### src/rtl/sample_player_mc_if.sv
// Sample ROM bus: registered address and read strobe out, unsigned 8-bit data back.
interface sample_player_mc_if #(
    parameter int ADDR_W = 16
);
    logic [ADDR_W-1:0] rom_addr;
    logic              rom_rd;
    logic [7:0]        rom_data;

    modport master (output rom_addr, output rom_rd, input rom_data);
    modport slave  (input rom_addr, input rom_rd, output rom_data);
endinterface

### src/rtl/sample_player_mc.sv
// Multi-channel PCM sample player: time-division ROM fetch per channel,
// signed accumulate, saturating mix to one 16-bit output per sample period.
module sample_player_mc #(
    parameter int CHANNELS = 4,
    parameter int ADDR_W   = 16,
    parameter int RATE_DIV = 1632
) (
    input  logic                         CLK_18M,
    input  logic                         RESET_n,
    input  logic [CHANNELS-1:0]          trigger,
    input  logic [CHANNELS-1:0]          loop,
    input  logic [CHANNELS*ADDR_W-1:0]   start_addr,
    input  logic [CHANNELS*ADDR_W-1:0]   length,
    sample_player_mc_if.master           rom,
    output logic [15:0]                  audio_out,
    output logic                         sample_strobe,
    output logic [CHANNELS-1:0]          active
);
    localparam int CH_W  = (CHANNELS > 1) ? $clog2(CHANNELS) : 1;
    localparam int ACC_W = 16 + $clog2(CHANNELS);
    localparam int DIV_W = $clog2(RATE_DIV);

    typedef enum logic [2:0] {IDLE, FETCH, WAIT, ACC, OUT} state_t;

    state_t                     state;
    logic [DIV_W-1:0]           div;
    logic                       tick;
    logic [CH_W-1:0]            ch;
    logic signed [ACC_W-1:0]    acc;
    logic [CHANNELS-1:0]        trig_prev;
    logic [CHANNELS-1:0]        pending;
    logic [ADDR_W-1:0]          pos [CHANNELS];

    logic [CHANNELS-1:0]        rise;
    logic [CHANNELS-1:0]        pend_clr;
    logic [ADDR_W-1:0]          cur_start;
    logic [ADDR_W-1:0]          cur_len;
    logic [ADDR_W-1:0]          cur_pos;
    logic                       start_now;
    logic                       fetch_act;
    logic [ADDR_W-1:0]          fetch_pos;
    logic signed [ACC_W-1:0]    sample_ext;
    logic [15:0]                sat;

    assign tick = (div == DIV_W'(RATE_DIV - 1));

    // Sample-rate divider, free running 0..RATE_DIV-1.
    always_ff @(posedge CLK_18M or negedge RESET_n) begin
        if (!RESET_n) begin
            div <= '0;
        end else begin
            div <= tick ? '0 : div + DIV_W'(1);
        end
    end

    // Per-slot decode: current channel fields, restart decision, sample scaling and saturation.
    always_comb begin
        rise       = trigger & ~trig_prev;
        pend_clr   = '0;
        if (state == FETCH) begin
            pend_clr[ch] = 1'b1;
        end
        cur_start  = start_addr[ch*ADDR_W +: ADDR_W];
        cur_len    = length[ch*ADDR_W +: ADDR_W];
        cur_pos    = pos[ch];
        start_now  = pending[ch] && (cur_len != '0);
        fetch_act  = active[ch] | start_now;
        fetch_pos  = start_now ? '0 : cur_pos;
        // (data - 128) << 8 is the offset-binary byte with its MSB flipped, placed in the high byte.
        sample_ext = ACC_W'($signed({rom.rom_data ^ 8'h80, 8'h00}));
        if (acc > ACC_W'(32767)) begin
            sat = 16'h7FFF;
        end else if (acc < ACC_W'(-32768)) begin
            sat = 16'h8000;
        end else begin
            sat = acc[15:0];
        end
    end

    // Slot sequencer: trigger capture, per-channel fetch/accumulate, and mixed output.
    always_ff @(posedge CLK_18M or negedge RESET_n) begin
        if (!RESET_n) begin
            state         <= IDLE;
            ch            <= '0;
            acc           <= '0;
            trig_prev     <= '1;
            pending       <= '0;
            active        <= '0;
            for (int unsigned i = 0; i < CHANNELS; i++) begin
                pos[i] <= '0;
            end
            rom.rom_addr  <= '0;
            rom.rom_rd    <= 1'b0;
            audio_out     <= '0;
            sample_strobe <= 1'b0;
        end else begin
            trig_prev     <= trigger;
            // A rise in the same cycle as its channel's fetch is kept for the next period.
            pending       <= (pending & ~pend_clr) | rise;
            sample_strobe <= 1'b0;
            case (state)
                IDLE: begin
                    if (tick) begin
                        acc   <= '0;
                        ch    <= '0;
                        state <= FETCH;
                    end
                end
                FETCH: begin
                    active[ch] <= fetch_act;
                    pos[ch]    <= fetch_pos;
                    rom.rom_rd <= fetch_act;
                    if (fetch_act) begin
                        rom.rom_addr <= cur_start + fetch_pos;
                    end
                    state <= WAIT;
                end
                WAIT: begin
                    rom.rom_rd <= 1'b0;
                    state      <= ACC;
                end
                ACC: begin
                    if (active[ch]) begin
                        acc <= acc + sample_ext;
                        if (cur_pos == cur_len - ADDR_W'(1)) begin
                            pos[ch]    <= '0;
                            active[ch] <= loop[ch];
                        end else begin
                            pos[ch] <= cur_pos + ADDR_W'(1);
                        end
                    end
                    if (ch == CH_W'(CHANNELS - 1)) begin
                        state <= OUT;
                    end else begin
                        ch    <= ch + CH_W'(1);
                        state <= FETCH;
                    end
                end
                OUT: begin
                    audio_out     <= sat;
                    sample_strobe <= 1'b1;
                    state         <= IDLE;
                end
                default: state <= IDLE;
            endcase
        end
    end
endmodule

### src/flat_wrapper.sv
// flat-port wrapper written by rule: the top's interface ports become plain ports
module sample_player_mc_flat 
#(
    parameter int CHANNELS = 4,
    parameter int ADDR_W   = 16,
    parameter int RATE_DIV = 1632
)
  (CLK_18M, RESET_n, trigger, loop, start_addr, length, audio_out, sample_strobe, active, rom_rom_addr, rom_rom_rd, rom_rom_data);
  sample_player_mc_if #(.ADDR_W(ADDR_W)) rom_i ();
  input  logic CLK_18M;
  input  logic RESET_n;
  input  logic [CHANNELS-1:0] trigger;
  input  logic [CHANNELS-1:0] loop;
  input  logic [CHANNELS*ADDR_W-1:0] start_addr;
  input  logic [CHANNELS*ADDR_W-1:0] length;
  output logic [15:0] audio_out;
  output logic sample_strobe;
  output logic [CHANNELS-1:0] active;
  output wire logic [$bits(rom_i.rom_addr)-1:0] rom_rom_addr;
  output wire logic [$bits(rom_i.rom_rd)-1:0] rom_rom_rd;
  input wire logic [$bits(rom_i.rom_data)-1:0] rom_rom_data;
  assign rom_rom_addr = rom_i.rom_addr;
  assign rom_rom_rd = rom_i.rom_rd;
  assign rom_i.rom_data = rom_rom_data;
  sample_player_mc #(.CHANNELS(CHANNELS), .ADDR_W(ADDR_W), .RATE_DIV(RATE_DIV)) u_core (.CLK_18M(CLK_18M), .RESET_n(RESET_n), .trigger(trigger), .loop(loop), .start_addr(start_addr), .length(length), .rom(rom_i), .audio_out(audio_out), .sample_strobe(sample_strobe), .active(active));
endmodule
### config.mk
export PLATFORM = sky130hd
export DESIGN_NAME = sample_player_mc_flat
export DESIGN_NICKNAME = d
export VERILOG_FILES = /design/src/rtl/sample_player_mc_if.sv /design/src/rtl/sample_player_mc.sv /design/src/flat_wrapper.sv
export SDC_FILE = /design/constraint.sdc
export NUM_CORES = 1
export LEC_CHECK = 0
export ABC_CLOCK_PERIOD_IN_PS = 6790
export CAP_MARGIN = 20
export CORE_UTILIZATION = 45
export DETAILED_ROUTE_END_ITERATION = 8
export PLACE_DENSITY = 0.75
export SLEW_MARGIN = 15
export SYNTH_ARGS = -nofsm -noshare
export SYNTH_HDL_FRONTEND = slang
export SYNTH_SLANG_ARGS = --single-unit
### constraint.sdc
create_clock -name CLK_18M -period 6.79 [get_ports CLK_18M]
set_input_delay 0.679 -clock CLK_18M [delete_from_list [all_inputs] [get_ports CLK_18M]]
set_output_delay 0.679 -clock CLK_18M [all_outputs]
set_load 0.01 [all_outputs]
After elaboration in Yosys (flattened, before gate mapping) --
Index checks and enable logic that the tools add are counted.
Word-level totals: register bits 144, input port bits 146, output and inout bits 38
Operators by class: add/subtract/negate cells 6, order comparisons 6, equality and inequality tests 11, shift operators 2, muxes and demuxes 39, bitwise logic cells 10, reduce and logical (&&, ||, !) cells 13
Operators with widths (count):
- bitwise mux 64 bit | 2
- 2-to-1 mux 64 bit | 2
- one-hot mux 64 bit (2 select lines) | 1
- variable part select 64 x 7 -> 16 bit | 2
- 2-to-1 mux 16 bit | 6
- bitwise AND 64 bit | 1
- NOT 64 bit | 1
- 2-to-1 mux 18 bit | 2
- one-hot mux 18 bit (2 select lines) | 1
- binary-select mux 16 bit (select 2 bit) | 1
- demux 16 bit (select 2 bit) | 1
- adder 18 x 16 -> 18 bit | 1
- greater-than comparator 18 x 16 -> 1 bit (second input constant) | 1
- less-than comparator 18 x 16 -> 1 bit (second input constant) | 1
- adder 16 x 1 -> 16 bit (second input constant) | 1
- adder 16 bit | 1
- == test 16 bit | 1
- nonzero test 16 bit | 1
- subtractor 16 x 1 -> 16 bit (second input constant) | 1
- 2-to-1 mux 4 bit | 3
- one-hot mux 3 bit (4 select lines) | 1
- adder 11 x 1 -> 11 bit (second input constant) | 1
- == test 11 bit (second input constant) | 1
- 2-to-1 mux 11 bit | 1
- 31 further kinds | 52

Longest topological paths before layout --
word-level depth 10, mapped depth 21, depth with buffers taken out 18

Worst setup path after synthesis --
OpenSTA, ideal clock, no wires.
path type register -> register, from register u_core.ch[0], to register u_core.rom.rom_addr[14], arrival time 4782 ps, data required time 6655 ps, slack 1873 ps, cell stages (with the launch flop) 18, period minus slack after synthesis 4917 ps, cell sequence dfrtp_1 -> buf_6 -> buf_6 -> buf_2 -> buf_1 -> clkbuf_1 -> mux4_2 -> ha_1 -> fa_1 -> a21o_1 -> a21oi_1 -> o21ai_0 -> a211oi_1 -> o31ai_1 -> o41ai_1 -> o21ai_0 -> xnor2_1 -> o21ai_0
Between the ends: word-level cells in the longest chain between the ends 6, elaborated cells on any way between the ends 16
Ends and longest elaborated chain:
- from (decl) | RTL line sample_player_mc.sv:28 | logic [CH_W-1:0] ch;
- from (signal assigned) | RTL line sample_player_mc.sv:135 | ch <= ch + CH_W'(1);
- branches (longest 6 deep; another with adder 16 bit)
- to (signal assigned) | RTL line sample_player_mc.sv:114 | rom.rom_addr <= cur_start + fetch_pos;
- to (decl) | RTL line sample_player_mc_if.sv:9 | modport master (output rom_addr, output rom_rd, input rom_data);
Parallel ways; which one is timed is not known. The select of a mux whose other input is x is not followed. A chain may end at the register's enable or synchronous reset.

Worst setup path in the final report --
from register u_core.ch[0], to register u_core.rom.rom_addr[15]
Same word-level chain as after synthesis.

==> impl_metrics.json <==
{
  "outcome": "finished, final reports clean",
  "place_hpwl_um": 18700,
  "layout_common_cells": "182 x clkdlybuf4s50_1, 153 x nand2_1, 123 x dfrtp_1, 94 x nor2_1, 60 x o21ai_0",
  "drt-met1-wl_um": 10700,
  "rows": 51,
  "p_switching_w": 0.000452,
  "cp-start-kind": "register",
  "timing.final.hold_violations": 0,
  "p_leak_nw": 4.76,
  "grt_antenna_before_repair": 0,
  "clock_sinks": 129,
  "yosysSeqAreaShare_pct": 35.3,
  "async_flop_share_pct": 100,
  "clock.fmax_mhz": 192,
  "cts_tree": "yes",
  "core_um2": 19700,
  "grt_max_degree": 75,
  "die_area_um2": 20900,
  "synth_compound_area_share_pct": 14.5,
  "firstDrtPassIters": 8,
  "cap_violations": 0,
  "synth_xor_area_share_pct": 5.36,
  "vdd_drop_max_mv": 0.162,
  "cts_resized": 0,
  "drc": 0,
  "diodes": 0,
  "worst_clock_skew_ns": 0.00974,
  "ys_ff_latch": 129,
  "setup.worst_path.class": "reg -> reg",
  "fp.dieW_um": 145,
  "synthAdderAreaFrac_pct": 4.81,
  "power.internal_w": 0.00143,
  "drv_slew": 0,
  "p_clk_share_pct": 49.7,
  "vias": 8109,
  "setup_slack_ns": 1.58,
  "cp.arrival_ns": 5.52,
  "wl_per_cell_um": 18.0,
  "max_slew.worst_pin.slew_ns": 0.967,
  "grt_overflow": 0,
  "seqPwrFrac_pct": 41.0,
  "grt_pass1_vias": 8026,
  "insertion_delay_ns": 0.43,
  "wl_met2_um": 12500,
  "dp_worst_setup_slack_ns": 1.42,
  "finalSetupTns_ns": 0,
  "final_nets": 1311,
  "post_cts_buffers": 0,
  "wl_um": 25400,
  "avgSynthCellArea_um2": 9.34,
  "drive_gt1_share_pct": 11.4,
  "synth_area_um2": 9160,
  "synthCells": 980,
  "io_pins": 184,
  "min_path_type": "in -> async",
  "fill_cells": 1721,
  "synth-simple-area-share_pct": 19.4,
  "fin_crit_ns": 5.21,
  "antenna_left": 0,
  "p_per_area_nw_per_um2": 161,
  "cp-end-kind": "register",
  "critPathRequiredTime_ns": 7.10,
  "synthFlopType": "dfrtp_1",
  "dr_wl_met3_um": 1820,
  "viasPerCell": 5.76,
  "top_layer": "met4",
  "io_buffers": 183,
  "cts_hold_buf": 0,
  "setup_viol": 0,
  "r2r_cells": 17,
  "first_iter_violations": 714,
  "h-tree-depth": 4,
  "grt_setup_unrepaired": "no",
  "synth_top_family_by_area": "simple AND/OR/NAND/NOR gates",
  "yosysWarnings": 0,
  "pwr-share-comb_pct": 9.4,
  "track_usage_pct": 25.8,
  "swShare_pct": 24.0,
  "ys_types": 59,
  "cts_made_buffers": 17,
  "grt_pass1_wl_um": 41500,
  "floorplan.initialDensity_pct": 46.4,
  "synthMuxAreaShare_pct": 15.6,
  "clockBufferDepth": 2,
  "crit_fanout": 24,
  "syn_nets": 1160,
  "die_y_um": 145,
  "gp_congestion": 0.889,
  "maxSlewHeadroom_pct": 35.6,
  "layout_commonest_cell": "clkdlybuf4s50_1",
  "synth_edf_count": 0,
  "syn_to_final_growth_pct": 27.4,
  "clk_pin_slew_worst_paths_ns": 0.06,
  "cts-root-buf": "clkbuf_16",
  "period_share_pct": 76.8
}
[synth_stat cells (3+ instances only)]
master       n  area share (%)
nor2b_1     17             1.2
xnor2_1     41             3.9
nand4_1      6            0.41
or3_1        5            0.34
buf_6        4            0.49
or2_2        5            0.34
mux2i_1      8            0.87
clkbuf_1    34             1.4
o21bai_1     7            0.57
a22o_1       4            0.38
o21a_1       5            0.41
o22ai_1      3            0.21
nor2_1      94             3.9
dfstp_2      4             1.1
and3_1      19             1.3
o22a_1       6            0.57
o21ai_0     61             3.3
mux4_2      51              13
o31ai_1     11            0.90
a21o_1       8            0.66
o221ai_1    15             1.4
ha_1        32             4.4
and2_1      18             1.2
nand2_1    153             6.3
nand3_1     24             1.3
buf_4        9            0.74
a211o_1      3            0.29
a211oi_1     4            0.33
a21oi_1     49             2.7
nor4_1       4            0.27
nand2b_1     7            0.48
a2bb2oi_2    3            0.49
xor2_1      15             1.4
buf_1        3            0.12
a31oi_1      9            0.61
dfrtp_1    125              34
inv_1       42             1.7
a221o_1      6            0.66
nor3_1      19             1.0
buf_2        5            0.27
mux2_2      18             2.2
[stage by stage]
step           hold WS, ns  util (%)  power (W)  instance area, um^2  cells
3_5_place_dp         0.462      56.1   0.000962                11100   1377
6_report             0.295      59.2    0.00188                11700   1409
4_1_cts              0.338      59.2    0.00189                11700   1409
2_1_floorplan        0.383         -   0.000848                 9160    980
5_1_grt              0.372      59.2    0.00194                11700   1409
3_3_place_gp         0.458      56.1   0.000959                11100   1377
[layout make-up]
type	count	area (um^2)	area share (%)
clock inverters	15	174	1.49
flip-flops and latches	129	3240	27.8
clock buffers	17	425	3.65
inverters	43	161	1.38
repair buffers	188	1870	16.0
multi-input cells	752	5470	46.9
well taps	265	332	2.84
[state kept, by name, indices dropped and copies added, names as in the netlist, 4 cells and up]
register / cells
u_core.active: 4
u_core.div: 11
u_core.rom.rom_addr: 16
u_core.pending: 4
u_core.acc: 10
u_core.pos: 64
u_core.trig_prev: 4
u_core.audio_out: 9
[power groups by stage]
stage / registers (W) / clock network [W] / logic [W]
2_1_floorplan: 0.000785 / 0 / 0.0000628
3_3_place_gp: 0.000785 / 0 / 0.000174
3_5_place_dp: 0.000785 / 0 / 0.000177
4_1_cts: 0.000771 / 0.000944 / 0.000178
5_1_grt: 0.000771 / 0.000980 / 0.000191
6_report: 0.000771 / 0.000936 / 0.000176
[worst max-delay path, stage by stage, from the launching register on]
cell      delay [ns]
dfrtp_4         0.72
mux4_2          0.65
inv_1           0.11
ha_1            0.14
nor4b_1         0.29
nand4_1         0.16
and2_1          0.44
nor2b_1         0.33
ha_1            0.28
a21o_1          0.18
a21o_1          0.20
a21oi_1         0.19
o21ai_0         0.15
a211oi_1        0.37
a21oi_1         0.19
a211oi_1        0.36
mux2i_1         0.22
nand3_1         0.08
[cells by family (layout without fill, tap and decap cells)]
logic type	after synthesis	in the layout
AOI/OAI and AO/OA	203	203
muxes	77	77
and+or+nand+nor	382	382
buffers and inverters	99	263
DFF	129	129
adders and majority gates	34	34
xor gates and xnor gates	56	56
[routing by layer]
layer / global-route usage, % / up-vias
li1: - / 3803
met1: 33.2 / 3928
met2: 43.8 / 335
met3: 4.97 / 43
met4: 7.87 / 0
met5: 0 / -
[final timing paths]
check                                           to  slack (ns)           from
min in group CLK_18M                 u_core.div[4]        0.47  u_core.div[4]
hold / removal                u_core.audio_out[15]        0.30        RESET_n
max in group asynchronous             u_core.ch[0]        4.97        RESET_n
hold reg to reg                      u_core.div[4]        0.47  u_core.div[4]
setup reg to reg           u_core.rom.rom_addr[15]        1.58   u_core.ch[0]
setup / recovery           u_core.rom.rom_addr[15]        1.58   u_core.ch[0]
Note: power is estimated with default switching activity, not from simulation.
